$ cat config.mk
export PLATFORM = sky130hd
export DESIGN_NAME = ama_riscv_ex_opsel
export DESIGN_NICKNAME = d
export VERILOG_FILES = /design/src/rtl/ama_riscv_ex_opsel.sv
export SDC_FILE = /design/constraint.sdc
export NUM_CORES = 1
export LEC_CHECK = 0
export BUFFER_PORTS_ARGS = -buffer_cell sky130_fd_sc_hd__buf_2
export CAP_MARGIN = 20
export CORE_AREA = 2 2 150 152
export CTS_CLUSTER_DIAMETER = 60
export DETAILED_ROUTE_END_ITERATION = 12
export DIE_AREA = 0 0 152 154
export RECOVER_POWER = 100
export SLEW_MARGIN = 20
export SYNTH_ARGS = -nofsm -noshare
export SYNTH_HDL_FRONTEND = slang
export SYNTH_SLANG_ARGS = --single-unit
$ cat constraint.sdc
create_clock -name clk -period 2.4 [get_ports clk]
set_clock_uncertainty 0.1 [all_clocks]
set_input_delay 0.12 -clock clk [delete_from_list [all_inputs] [get_ports clk]]
set_output_delay 0.12 -clock clk [all_outputs]
set_load 0.03 [all_outputs]
$ cat src/rtl/ama_riscv_ex_opsel.sv
// ama_riscv_ex_opsel: ID/EX operand-select register feeding ama_riscv_alu.
// Define AMA_RISCV_FWD_EN for EX/MEM/WB bypass; otherwise stall until write-back.
package ama_riscv_ex_pkg;
    typedef enum logic [3:0] {
        ALU_OP_ADD  = 4'd0,
        ALU_OP_SUB  = 4'd1,
        ALU_OP_SLL  = 4'd2,
        ALU_OP_SLT  = 4'd3,
        ALU_OP_SLTU = 4'd4,
        ALU_OP_XOR  = 4'd5,
        ALU_OP_SRL  = 4'd6,
        ALU_OP_SRA  = 4'd7,
        ALU_OP_OR   = 4'd8,
        ALU_OP_AND  = 4'd9
    } alu_op_t;
endpackage

module ama_riscv_ex_opsel
    import ama_riscv_ex_pkg::*;
#(
    parameter int ARCH_WIDTH = 32,
    parameter int RF_AW      = 5,
    parameter int CNT_W      = 32
) (
    input  logic                  clk,
    input  logic                  rst,
    input  logic                  in_valid,
    output logic                  in_ready,
    input  alu_op_t               in_alu_op,
    input  logic [1:0]            in_a_sel,
    input  logic                  in_b_sel,
    input  logic [RF_AW-1:0]      in_rs1_addr,
    input  logic [RF_AW-1:0]      in_rs2_addr,
    input  logic [ARCH_WIDTH-1:0] in_rs1_data,
    input  logic [ARCH_WIDTH-1:0] in_rs2_data,
    input  logic [ARCH_WIDTH-1:0] in_pc,
    input  logic [ARCH_WIDTH-1:0] in_imm,
    input  logic [RF_AW-1:0]      in_rd,
    input  logic                  ex_valid,
    input  logic [RF_AW-1:0]      ex_rd,
    input  logic                  ex_we,
    input  logic                  ex_is_load,
    input  logic [ARCH_WIDTH-1:0] ex_res,
    input  logic                  mem_valid,
    input  logic [RF_AW-1:0]      mem_rd,
    input  logic                  mem_we,
    input  logic [ARCH_WIDTH-1:0] mem_res,
    input  logic                  wb_valid,
    input  logic [RF_AW-1:0]      wb_rd,
    input  logic                  wb_we,
    input  logic [ARCH_WIDTH-1:0] wb_res,
    input  logic                  flush,
    output logic                  out_valid,
    input  logic                  out_ready,
    output alu_op_t               alu_op_q,
    output logic [ARCH_WIDTH-1:0] alu_a,
    output logic [ARCH_WIDTH-1:0] alu_b,
    output logic [RF_AW-1:0]      rd_q,
    output logic [CNT_W-1:0]      stall_cnt
);
    localparam logic [1:0] ASEL_RS1 = 2'd0;
    localparam logic [1:0] ASEL_PC  = 2'd1;

    logic                  out_valid_q, out_valid_d;
    alu_op_t               alu_op_r, alu_op_d;
    logic [ARCH_WIDTH-1:0] alu_a_q, alu_a_d;
    logic [ARCH_WIDTH-1:0] alu_b_q, alu_b_d;
    logic [RF_AW-1:0]      rd_r, rd_d;
    logic [CNT_W-1:0]      stall_cnt_q, stall_cnt_d;

    logic rs1_used, rs2_used, rs1_nz, rs2_nz;
    logic ex_hit1, ex_hit2, mem_hit1, mem_hit2, wb_hit1, wb_hit2;
    logic hazard, accept;
    logic [ARCH_WIDTH-1:0] rs1_val, rs2_val, op_a, op_b;

    assign rs1_used = (in_a_sel == ASEL_RS1);
    assign rs2_used = !in_b_sel;
    assign rs1_nz   = (in_rs1_addr != '0);
    assign rs2_nz   = (in_rs2_addr != '0);

    // x0 never matches a producer
    assign ex_hit1  = ex_valid && ex_we && rs1_nz && (ex_rd == in_rs1_addr);
    assign ex_hit2  = ex_valid && ex_we && rs2_nz && (ex_rd == in_rs2_addr);
    assign mem_hit1 = mem_valid && mem_we && rs1_nz && (mem_rd == in_rs1_addr);
    assign mem_hit2 = mem_valid && mem_we && rs2_nz && (mem_rd == in_rs2_addr);
    assign wb_hit1  = wb_valid && wb_we && rs1_nz && (wb_rd == in_rs1_addr);
    assign wb_hit2  = wb_valid && wb_we && rs2_nz && (wb_rd == in_rs2_addr);

`ifdef AMA_RISCV_FWD_EN
    logic ld_hit1, ld_hit2;

    assign ld_hit1 = ex_valid && ex_is_load && rs1_nz && (ex_rd == in_rs1_addr);
    assign ld_hit2 = ex_valid && ex_is_load && rs2_nz && (ex_rd == in_rs2_addr);
    assign hazard  = in_valid && ((rs1_used && ld_hit1) || (rs2_used && ld_hit2));

    // Youngest producer wins
    always_comb begin
        rs1_val = in_rs1_data;
        if (ex_hit1)       rs1_val = ex_res;
        else if (mem_hit1) rs1_val = mem_res;
        else if (wb_hit1)  rs1_val = wb_res;
        if (!rs1_nz)       rs1_val = '0;
    end

    always_comb begin
        rs2_val = in_rs2_data;
        if (ex_hit2)       rs2_val = ex_res;
        else if (mem_hit2) rs2_val = mem_res;
        else if (wb_hit2)  rs2_val = wb_res;
        if (!rs2_nz)       rs2_val = '0;
    end
`else
    logic unused_byp;

    assign unused_byp = ^{ex_is_load, ex_res, mem_res, wb_res};
    assign hazard = in_valid &&
                    ((rs1_used && (ex_hit1 || mem_hit1 || wb_hit1)) ||
                     (rs2_used && (ex_hit2 || mem_hit2 || wb_hit2)));
    assign rs1_val = rs1_nz ? in_rs1_data : '0;
    assign rs2_val = rs2_nz ? in_rs2_data : '0;
`endif

    always_comb begin
        op_a = '0;
        unique case (1'b1)
            (in_a_sel == ASEL_RS1): op_a = rs1_val;
            (in_a_sel == ASEL_PC):  op_a = in_pc;
            default:                op_a = '0;
        endcase
    end

    assign op_b = in_b_sel ? in_imm : rs2_val;

    assign in_ready = (!out_valid_q || out_ready) && !hazard && !flush;
    assign accept   = in_valid && in_ready;

    always_comb begin
        out_valid_d = out_valid_q;
        alu_op_d    = alu_op_r;
        alu_a_d     = alu_a_q;
        alu_b_d     = alu_b_q;
        rd_d        = rd_r;
        stall_cnt_d = stall_cnt_q;
        if (flush) begin
            out_valid_d = 1'b0;
        end else if (accept) begin
            out_valid_d = 1'b1;
            alu_op_d    = in_alu_op;
            alu_a_d     = op_a;
            alu_b_d     = op_b;
            rd_d        = in_rd;
        end else if (out_ready) begin
            out_valid_d = 1'b0;
        end
        if (hazard && !flush && !(&stall_cnt_q)) begin
            stall_cnt_d = stall_cnt_q + 1'b1;
        end
    end

    always_ff @(posedge clk) begin
        if (rst) begin
            out_valid_q <= 1'b0;
            alu_op_r    <= ALU_OP_ADD;
            alu_a_q     <= '0;
            alu_b_q     <= '0;
            rd_r        <= '0;
            stall_cnt_q <= '0;
        end else begin
            out_valid_q <= out_valid_d;
            alu_op_r    <= alu_op_d;
            alu_a_q     <= alu_a_d;
            alu_b_q     <= alu_b_d;
            rd_r        <= rd_d;
            stall_cnt_q <= stall_cnt_d;
        end
    end

    assign out_valid = out_valid_q;
    assign alu_op_q  = alu_op_r;
    assign alu_a     = alu_a_q;
    assign alu_b     = alu_b_q;
    assign rd_q      = rd_r;
    assign stall_cnt = stall_cnt_q;

endmodule

==> results of run 1 <==
-- what timing repair did --
item | in CTS | in global routing
buffers inserted | 0 | 1
hold buffers | 11 | 0
endpoints found under the hold margin | 10 | 0
gates resized for setup | 0 | 13
endpoints found under the setup margin | 0 | 7
-- layout by cell type (no fill, tap or decap), types with 11 or more instances in the layout --
cell type	count
buf_2	203
dfxtp_1	97
nor2_1	94
clkbuf_1	78
a22oi_1	64
a211oi_1	64
buf_4	33
a21oi_1	21
nand2_1	19
xnor2_1	18
or4_1	15
o31ai_1	14
nor2b_1	12
nand4_1	12
nand3_1	12
xor2_1	12
mux2_2	11
dlygate4sd3_1	11
-- worst min-delay path, cell delays in order --
cell	delay, ps
buf_2	90
a22oi_1	140
a211oi_1	90
-- kinds of logic after synthesis --
kind of cell / count (synthesis) / share of synthesized area
buf+inv: 56 / 0.0427
fa+ha+maj: 1 / 0.00240
flops: 106 / 0.407
xor+xnor: 30 / 0.0503
mux: 20 / 0.0410
simple gates: 216 / 0.215
compound gates: 176 / 0.242
-- where the power goes --
| part | switching (uW) | internal (uW) | leakage, uW |
|---|---|---|---|
| logic | 510 | 313 | 0.00193 |
| clock network | 756 | 734 | 0.000144 |
| registers | 42.5 | 1830 | 0.000873 |
| total | 1310 | 2880 | 0.00294 |
-- routing by layer --
layer  track usage  wire [microns]  vias up
met5             0              28        -
met4        0.0414             315        4
met3        0.0547            1490       24
met2         0.257            9050      240
met1         0.182            7730     2625
li1              -               -     2849
-- metrics by stage --
step	cells	utilization	power (uW)
global route	1180	0.347	4410
CTS	1178	0.348	4270
finish	1181	0.347	4190
floorplan	605	-	2390
global placement	1151	0.329	2730
detailed placement	1151	0.329	2740
-- registers in the layout, indices dropped and copies added, names as in the netlist --
signal and cells:
rd_q 5, alu_op_q 4, stall_cnt 32, alu_a 32
alu_b 32, out_valid 1
-- path summary, 6_finish.rpt --
kind	end	slack, ps	depth (start not counted)
min	alu_a[1]	20	3
max reg2reg	out_valid	110	8
max	out_valid	110	8
min reg2reg	stall_cnt[11]	380	2
-- final cells by class --
cell class                 instances  share of cell area
clock buffer                       9              0.0299
antenna                            1            0.000333
clock inverter                     7             0.00915
timing repair buffer             330               0.234
inverter                           5             0.00250
multi-input combinational        443               0.391
sequential                       106               0.286
tap                              280              0.0466
-- synth_stat cells (all sizes together) (10+ instances only) --
| master | n | area [sq um] |
|---|---|---|
| o31ai | 14 | 105 |
| nor3 | 14 | 80.1 |
| nor2b | 13 | 81.3 |
| or4 | 16 | 120 |
| a211oi | 65 | 493 |
| nand2 | 21 | 78.8 |
| xor2 | 12 | 105 |
| nor2 | 94 | 353 |
| mux2 | 11 | 124 |
| dfxtp | 106 | 2120 |
| nand3 | 13 | 70.1 |
| xnor2 | 18 | 158 |
| nand4 | 13 | 96.3 |
| a21oi | 22 | 110 |
| a22oi | 64 | 480 |
| clkbuf | 41 | 154 |
| buf | 10 | 50.1 |
==> results.toml, run 1 <==
[detailed_routing]
num_vias = 5742
route.detailed.wl_per_inst_microns = 15.8
drcViolationCount = 0
drtAntennaViolNets = 0
detailed_routing_iteration_count_for_the_pre_antenna_repair_pass = 5
postRouteWirelength_microns = 18600
routed_via_count_divided_by_cell_count = 4.86
drt_first_iter_violations = 288

[critical_path]
cp_slowest_stage_delay_ps = 560
timing.critical_path.buf_inv = 2
worstPathRequired_ps = 2600
timing.critical_path.arrival_ps = 2490
crit_chain = "nor2b_1 -> nor2_1 -> nand2_1 -> nor3_4 -> clkbuf_16 -> nor2_1 -> nor3_1 -> dlygate4sd3_1"
cpLargestDelayFamily = "simple AND/OR/NAND/NOR gates"
crit_top_cell = "nor2_1"
crit_path_start = "out_valid"
end_kind = "register"
cpMaxStageDelayCell = "dlygate4sd3_1"
crit_fanout = 42
startpoint_type = "register"
timing.setup.critical_path_class = "reg2reg"
r2r-start = "out_valid"

[grt]
grt.overflow.total = 0
first_global_vias = 5297
wire_length_of_the_first_global_routing_pass_microns = 28500
grt_usage = 0.152
grt_antenna_before_repair = 2
grt_start_max_net_pins = 85

[logic_synthesis]
number_of_synthesized_flops_with_an_enable_pin = 0
synthFlopType = "dfxtp_1"
mean_instance_size_in_the_synthesized_netlist_sq_um = 8.63
share_of_synthesized_registers_carrying_an_async_set_or_reset = 0
seq_area_frac_synth = 0.407
synth_nets = 879
synth.ff_latch_count = 106
synthesis.area_sq_um = 5220
netlist_instances = 605
synthDistinctLibCells = 45
yosys_warnings = 0

[finish]
area_of_the_multi_input_gates_sq_um = 2940
register_area_sq_um = 2150
cell_area_after_layout_sq_um = 7520
finalNetCount = 1169
final_layout_size_suffix_gt1_frac = 0.329
fillCellCount = 2319
syn2layout_area_growth_pct = 44.1

[min_path]
hp-class = "in2reg"
min-delay-start = "in_pc[1]"

[clock_network]
tritoncts_clock_tree = "yes"
worstSkewPairLatency_ps = 350
cts_sinks = 106
clock_path_buffers = 2
clock-root-buffer = "clkbuf_16"
cts-buffers-inserted = 9
cts.reportedPaths.clkPinSlew_ps = 90
cts-htree-levels = 3

[floorplan]
floorplan.initialDensity = 0.241
floorplan.die.height_microns = 154
core_area_sq_um = 21700
boundaryPins = 380
die_footprint_sq_um = 23400
num_rows = 54
floorplan.die.width_microns = 152

[timing]
drv_slew = 0
setup_tns_ps = 0
postLayoutSetupSlackWorst_ps = 111
setup-violations-final = 0
max_slew.worst_pin.slew_ps = 519
finalHoldViolCount = 0
rsz0062_at_grt = "true"
final_period_minus_worst_setup_slack_ps = 2290
timing.slew.headroom = 0.652
max_freq_mhz = 437
final.period_utilization = 0.954
final.hold.worst_slack_ps = 23.6

[run_status]
run_status = "finished, final reports clean"

[power_and_ir_drop]
vdd.ir_drop.worst_uv = 285
static-leakage-power_uw = 0.00294
power_density_nw_per_um2 = 557

[placement]
gp_congestion = 0.851
post-place-ws_ps = -109
placement.cell_area_sq_um = 7140
place.detailed.hpwl_microns = 13900
buffer_ports.inserted = 282

[job]
drv_cap = 0
No activity file was read; power rests on OpenSTA's default activity.
==> run 2: changes to the inputs <==
--- a/config.mk
+++ b/config.mk
@@ -7,10 +7,11 @@
 export LEC_CHECK = 0
 export BUFFER_PORTS_ARGS = -buffer_cell sky130_fd_sc_hd__buf_2
 export CAP_MARGIN = 20
-export CORE_AREA = 2 2 150 152
+export CORE_AREA = 2 2 146 148
 export CTS_CLUSTER_DIAMETER = 60
+export CTS_CLUSTER_SIZE = 28
 export DETAILED_ROUTE_END_ITERATION = 12
-export DIE_AREA = 0 0 152 154
+export DIE_AREA = 0 0 148 150
 export RECOVER_POWER = 100
 export SLEW_MARGIN = 20
 export SYNTH_ARGS = -nofsm -noshare
==> constraint.sdc (replaced) <==
create_clock -name clk -period 2.19 [get_ports clk]
set_clock_uncertainty 0.1 [all_clocks]
set_input_delay 0.1095 -clock clk [delete_from_list [all_inputs] [get_ports clk]]
set_output_delay 0.1095 -clock clk [all_outputs]
set_load 0.03 [all_outputs]
==> results.toml, run 2 (synthesis gave the netlist of run 1 again) <==
[finish]
finalNetCount = 1212
final_layout_size_suffix_gt1_frac = 0.337
layout.cells.most_common_list = "buf_2 (176), clkbuf_1 (107), nor2_1 (92), dfxtp_1 (92), buf_4 (66)"
layout.cells.most_common = "buf_2"
syn2layout_area_growth_pct = 49.1
post_layout_nonfiller_instances = 1219
cell_area_after_layout_sq_um = 7780

[placement]
placement.cell_area_sq_um = 7470
place.detailed.hpwl_microns = 14100
place_inst = 1187
gp_congestion = 0.833
buffer_ports.inserted = 282

[critical_path]
cp_slowest_stage_delay_ps = 420
end_kind = "register"
crit_chain = "inv_2 -> nor4_4 -> and3_4 -> nand3_2 -> buf_4 -> or3_4 -> or4_4 -> a21oi_2"
startpoint_type = "register"
cpMaxStageDelayCell = "or4_4"
timing.setup.critical_path_class = "reg2reg"
r2r-start = "stall_cnt[11]"
crit_path_start = "stall_cnt[11]"
crit_fanout = 2
timing.critical_path.arrival_ps = 2440
worstPathRequired_ps = 2380
regToRegSetupSlack_ps = -70

[clock_network]
cts_sinks = 106
clock_path_buffers = 2
worstSkewPairLatency_ps = 350
cts-buffers-inserted = 9
cts-htree-levels = 3
tritoncts_clock_tree = "yes"
clock-root-buffer = "clkbuf_16"
cts.reportedPaths.clkPinSlew_ps = 80

[timing]
max_freq_mhz = 443
postLayoutSetupSlackWorst_ps = -65.3
final_period_minus_worst_setup_slack_ps = 2260
max_slew.worst_pin.slew_ps = 616
final.period_utilization = 1.03
finalHoldViolCount = 0
setup-violations-final = 4
rsz0062_at_grt = "true"
timing.slew.headroom = 0.589
drv_slew = 0

[grt]
grt_start_max_net_pins = 55
grt_usage = 0.158
grt.overflow.total = 0
first_global_vias = 5380
grt_antenna_before_repair = 1
wire_length_of_the_first_global_routing_pass_microns = 27900

[power_and_ir_drop]
comb_power_share = 0.198
vdd.ir_drop.worst_uv = 333
total_power_consumption_uw = 4580
net-switching-power_uw = 1410
power_density_nw_per_um2 = 588
sw_ratio = 0.308
power_share_of_the_sequential_group = 0.448
power_frac_clock = 0.354
static-leakage-power_uw = 0.00305
power_report.internal_total_uw = 3170

[floorplan]
floorplan.die.height_microns = 150
die_footprint_sq_um = 22200
num_rows = 53
floorplan.die.width_microns = 148
core_area_sq_um = 20700
boundaryPins = 380
floorplan.initialDensity = 0.252

[detailed_routing]
drtAntennaViolNets = 0
drt_first_iter_violations = 275
detailed_routing_iteration_count_for_the_pre_antenna_repair_pass = 5
postRouteWirelength_microns = 18400
route.detailed.wl_per_inst_microns = 15.1
routed_via_count_divided_by_cell_count = 4.76
drcViolationCount = 0
num_vias = 5808

[min_path]
min-delay-start = "in_rs2_data[2]"
hp-class = "in2reg"

[run_status]
run_status = "finished, violations left"
violations = "negative setup slack"

[job]
drv_cap = 0
## run 2: cell types whose count changed in the layout (fill, tap and decap cells not counted), moves of 4 or more
cell,before,now
clkbuf_2,0,6
buf_4,33,66
inv_8,0,4
inv_6,4,0
clkbuf_1,78,107
dfxtp_1,97,92
buf_2,203,176
## run 2: area by class of cell
cell class,instances,area (sq um)
fill,2230,12900
multi-input combinational,443,2940
sequential,106,2160
timing repair buffer,373,2030
tap,275,344
clock buffer,9,225
clock inverter,7,67.6
inverter,5,18.8
antenna,1,2.50
## run 2: metrics by stage
step	setup slack, ps	setup TNS (ps)	util	hold WS (ps)
final	-65.3	-181	0.376	20.7
after global routing	-140	-2340	0.376	18.1
after CTS	-68.0	-144	0.382	2.20
after detailed placement	-261	-4340	0.361	256
after global placement	-205	-2800	0.361	244
after floorplan	-168	-197	-	157
## run 2: worst max-delay path: cells and delay by family, from the launching register on
family / cells / cell delay (ps)
DFF: 1 / 350
AOI/OAI and AO/OA: 1 / 140
and+or+nand+nor: 5 / 1420
buffers and inverters: 2 / 180
## run 2: repair_timing
action	in CTS	in global routing
pin swaps	2	4
setup buffers	1	3
hold buffers	11	0
endpoints found under the setup margin	8	27
hold endpoints to repair	10	0
resized for setup	5	9
## run 2: metal layers
layer,track usage,vias up,wire (microns)
met3,0.0546,13,1630
met2,0.263,213,8930
met1,0.198,2644,7680
li1,-,2936,-
met4,0.0357,2,159
met5,0,-,13
## run 2: worst paths after layout
check	end	cells past startpoint
min	alu_b[2]	3
min reg2reg	alu_a[6]	2
max reg2reg	stall_cnt[21]	8
max	stall_cnt[21]	8
## run 2: power groups by stage
stage	logic, uW	clock network (uW)	registers [uW]
after global placement	919	0	2090
final	906	1620	2050
after CTS	945	1690	2050
after floorplan	337	0	2280
after global routing	987	1770	2070
after detailed placement	927	0	2090
==> run 3: changes to the inputs <==
--- a/config.mk
+++ b/config.mk
@@ -5,13 +5,14 @@
 export SDC_FILE = /design/constraint.sdc
 export NUM_CORES = 1
 export LEC_CHECK = 0
+export ABC_AREA = 1
 export BUFFER_PORTS_ARGS = -buffer_cell sky130_fd_sc_hd__buf_2
 export CAP_MARGIN = 20
-export CORE_AREA = 2 2 146 148
+export CORE_AREA = 2 2 147 149
 export CTS_CLUSTER_DIAMETER = 60
 export CTS_CLUSTER_SIZE = 28
 export DETAILED_ROUTE_END_ITERATION = 12
-export DIE_AREA = 0 0 148 150
+export DIE_AREA = 0 0 149 151
 export RECOVER_POWER = 100
 export SLEW_MARGIN = 20
 export SYNTH_ARGS = -nofsm -noshare
==> results.toml, run 3 <==
[timing]
max_freq_mhz = 499
final_period_minus_worst_setup_slack_ps = 2000
final.hold.worst_slack_ps = 12.4
drv_slew = 0
finalHoldViolCount = 0
postLayoutSetupSlackWorst_ps = 187
timing.slew.headroom = 0.553
setup-violations-final = 0
final.period_utilization = 0.915
max_slew.worst_pin.slew_ps = 670

[critical_path]
r2r-start = "stall_cnt[0]"
critical_path.reg2reg.endpoint = "stall_cnt[7]"
regToRegSetupSlack_ps = 190
crit_fanout = 15
timing.critical_path.arrival_ps = 2190
end_kind = "register"
reg2reg_depth = 10
worstPathRequired_ps = 2370
timing.setup.critical_path_class = "reg2reg"
startpoint_type = "register"

[detailed_routing]
routed_via_count_divided_by_cell_count = 4.48
drcViolationCount = 0
detailed_routing_iteration_count_for_the_pre_antenna_repair_pass = 5
postRouteWirelength_microns = 21800
top_layer_used = "met5"
wirelength_met1_microns = 9070
num_vias = 7255
dr_wl_met3_microns = 1680
detailroute.wirelength.met2_microns = 10500
drtAntennaViolNets = 0
route.detailed.wl_per_inst_microns = 13.5
drt_first_iter_violations = 268

[floorplan]
num_rows = 53
floorplan.die.height_microns = 151
floorplan.die.width_microns = 149
boundaryPins = 380
die_footprint_sq_um = 22500
core_area_sq_um = 20800
floorplan.initialDensity = 0.306

[finish]
layout.cells.most_common_list = "nand2_1 (329), nor2_1 (198), buf_2 (179)"
final_layout_size_suffix_gt1_frac = 0.197
layout.cells.most_common = "nand2_1"
cell_area_after_layout_sq_um = 8890
syn2layout_area_growth_pct = 39.7
finalNetCount = 1611
post_layout_nonfiller_instances = 1620

[logic_synthesis]
mean_instance_size_in_the_synthesized_netlist_sq_um = 6.31
biggest_area_consumer_among_synthesized_cells = "dfxtp_1"
synth.ff_latch_count = 106
number_of_synthesized_flops_with_an_enable_pin = 0
share_of_synthesized_registers_carrying_an_async_set_or_reset = 0
synth_nets = 1282
synth.most_common_cell = "nand2_1"
seq_area_frac_synth = 0.333
synthFlopType = "dfxtp_1"
synth_commonest_cells = "nand2_1 (329), nor2_1 (198), inv_1 (121)"
yosys-top-cells-area = "dfxtp_1 (33%), nand2_1 (19%), nor2_1 (12%), inv_1 (7.1%), a32o_1 (5.0%)"
yosys_warnings = 0
synthesis.area_sq_um = 6360
netlist_instances = 1008
synthDistinctLibCells = 34
synth_largest_type_area_fraction = 0.333

[placement]
post-place-ws_ps = 171
place.detailed.hpwl_microns = 16400
buffer_ports.inserted = 282
gp_congestion = 0.894
place_inst = 1553
placement.cell_area_sq_um = 8210

[run_status]
run_status = "finished, final reports clean"

[grt]
grt.overflow.total = 0
grt_usage = 0.188
grt_antenna_before_repair = 4
grt_start_max_net_pins = 68
first_global_vias = 6726
wire_length_of_the_first_global_routing_pass_microns = 33400

[power_and_ir_drop]
static-leakage-power_uw = 0.00443
total_power_consumption_uw = 4790
vdd.ir_drop.worst_uv = 316
power_density_nw_per_um2 = 538

[clock_network]
cts-buffers-inserted = 9
cts.reportedPaths.clkPinSlew_ps = 90
cts_sinks = 106
clock-root-buffer = "clkbuf_16"
tritoncts_clock_tree = "yes"
clock_path_buffers = 2
cts-htree-levels = 3
worstSkewPairLatency_ps = 350

[min_path]
worstHoldEndpoint = "alu_b[9]"
hp-class = "in2reg"
min-delay-start = "in_rs2_data[9]"
hold_depth = 4

[job]
drv_cap = 0
==> run 3: cell types whose count changed after synthesis, moves of 11 or more <==
cell	delta
inv_1	+116
xor2_1	+11
o31ai_1	-14
a22o_1	+32
xnor2_1	-14
or4_1	-16
mux2_2	-11
a211oi_1	-64
nor2b_1	-13
nand2_1	+308
a32o_1	+32
nor2_1	+104
clkbuf_1	-14
a22oi_1	-64
==> run 3: critical path, cell delays in order (launching register included) <==
cell	delay (ps)
dfxtp_1	340
ha_2	210
nand2_2	100
nor2_4	200
nand3_4	130
nor2_4	130
nand4_2	150
nand4_4	180
clkbuf_16	190
nand2_1	60
a21oi_1	130
==> run 3: report_power, final <==
| group | total (uW) | switching (uW) | internal, uW |
|---|---|---|---|
| logic | 1090 | 663 | 427 |
| registers | 2070 | 46.9 | 2020 |
| clock network | 1630 | 822 | 804 |
==> run 3: logic make-up (layout without fill, tap and decap cells) <==
family                     count (synthesis)  in the layout  synth area share
xor gates and xnor gates                  27             27            0.0372
and+or+nand+nor                          585            585             0.375
DFF                                      106            106             0.333
other                                      0              3                 0
AOI/OAI and AO/OA                        105            105             0.128
adders and majority gates                  1              1           0.00197
buffers and inverters                    184            518             0.125
==> run 3: worst max path at each step <==
stage	start	endpoint	slack, ps	cells past startpoint
detailed placement	stall_cnt[0]	stall_cnt[12]	170	11
CTS	stall_cnt[0]	stall_cnt[11]	140	10
global placement	stall_cnt[0]	stall_cnt[12]	190	11
global route	stall_cnt[2]	stall_cnt[20]	-2	10
finish	stall_cnt[0]	stall_cnt[7]	190	10
floorplan	stall_cnt[1]	stall_cnt[17]	60	11
==> run 3: area by class of cell <==
class                      count  area [sq um]
fill                        2266         11900
tap                          275           344
multi-input combinational    718          3470
clock inverter                 7          67.6
sequential                   106          2120
inverter                     133           499
timing repair buffer         369          2150
clock buffer                   9           225
antenna                        3          7.51
==> run 3: metal layers <==
| layer | track usage | vias up |
|---|---|---|
| li1 | - | 3813 |
| met1 | 0.221 | 3165 |
| met2 | 0.326 | 235 |
| met3 | 0.0482 | 40 |
| met4 | 0.0767 | 2 |
| met5 | 0 | - |
==> run 3: timing repair <==
action,in CTS,in global routing
hold buffers,45,0
endpoints found under the hold margin,39,0
buffers inserted,0,2
resized for setup,0,3
endpoints found under the setup margin,0,14
==> run 3: per-stage QoR <==
step / TNS, ps / util
final: 0 / 0.427
after global routing: -1.91 / 0.427
after CTS: 0 / 0.430
after detailed placement: 0 / 0.394
after global placement: 0 / 0.394
after floorplan: 0 / -
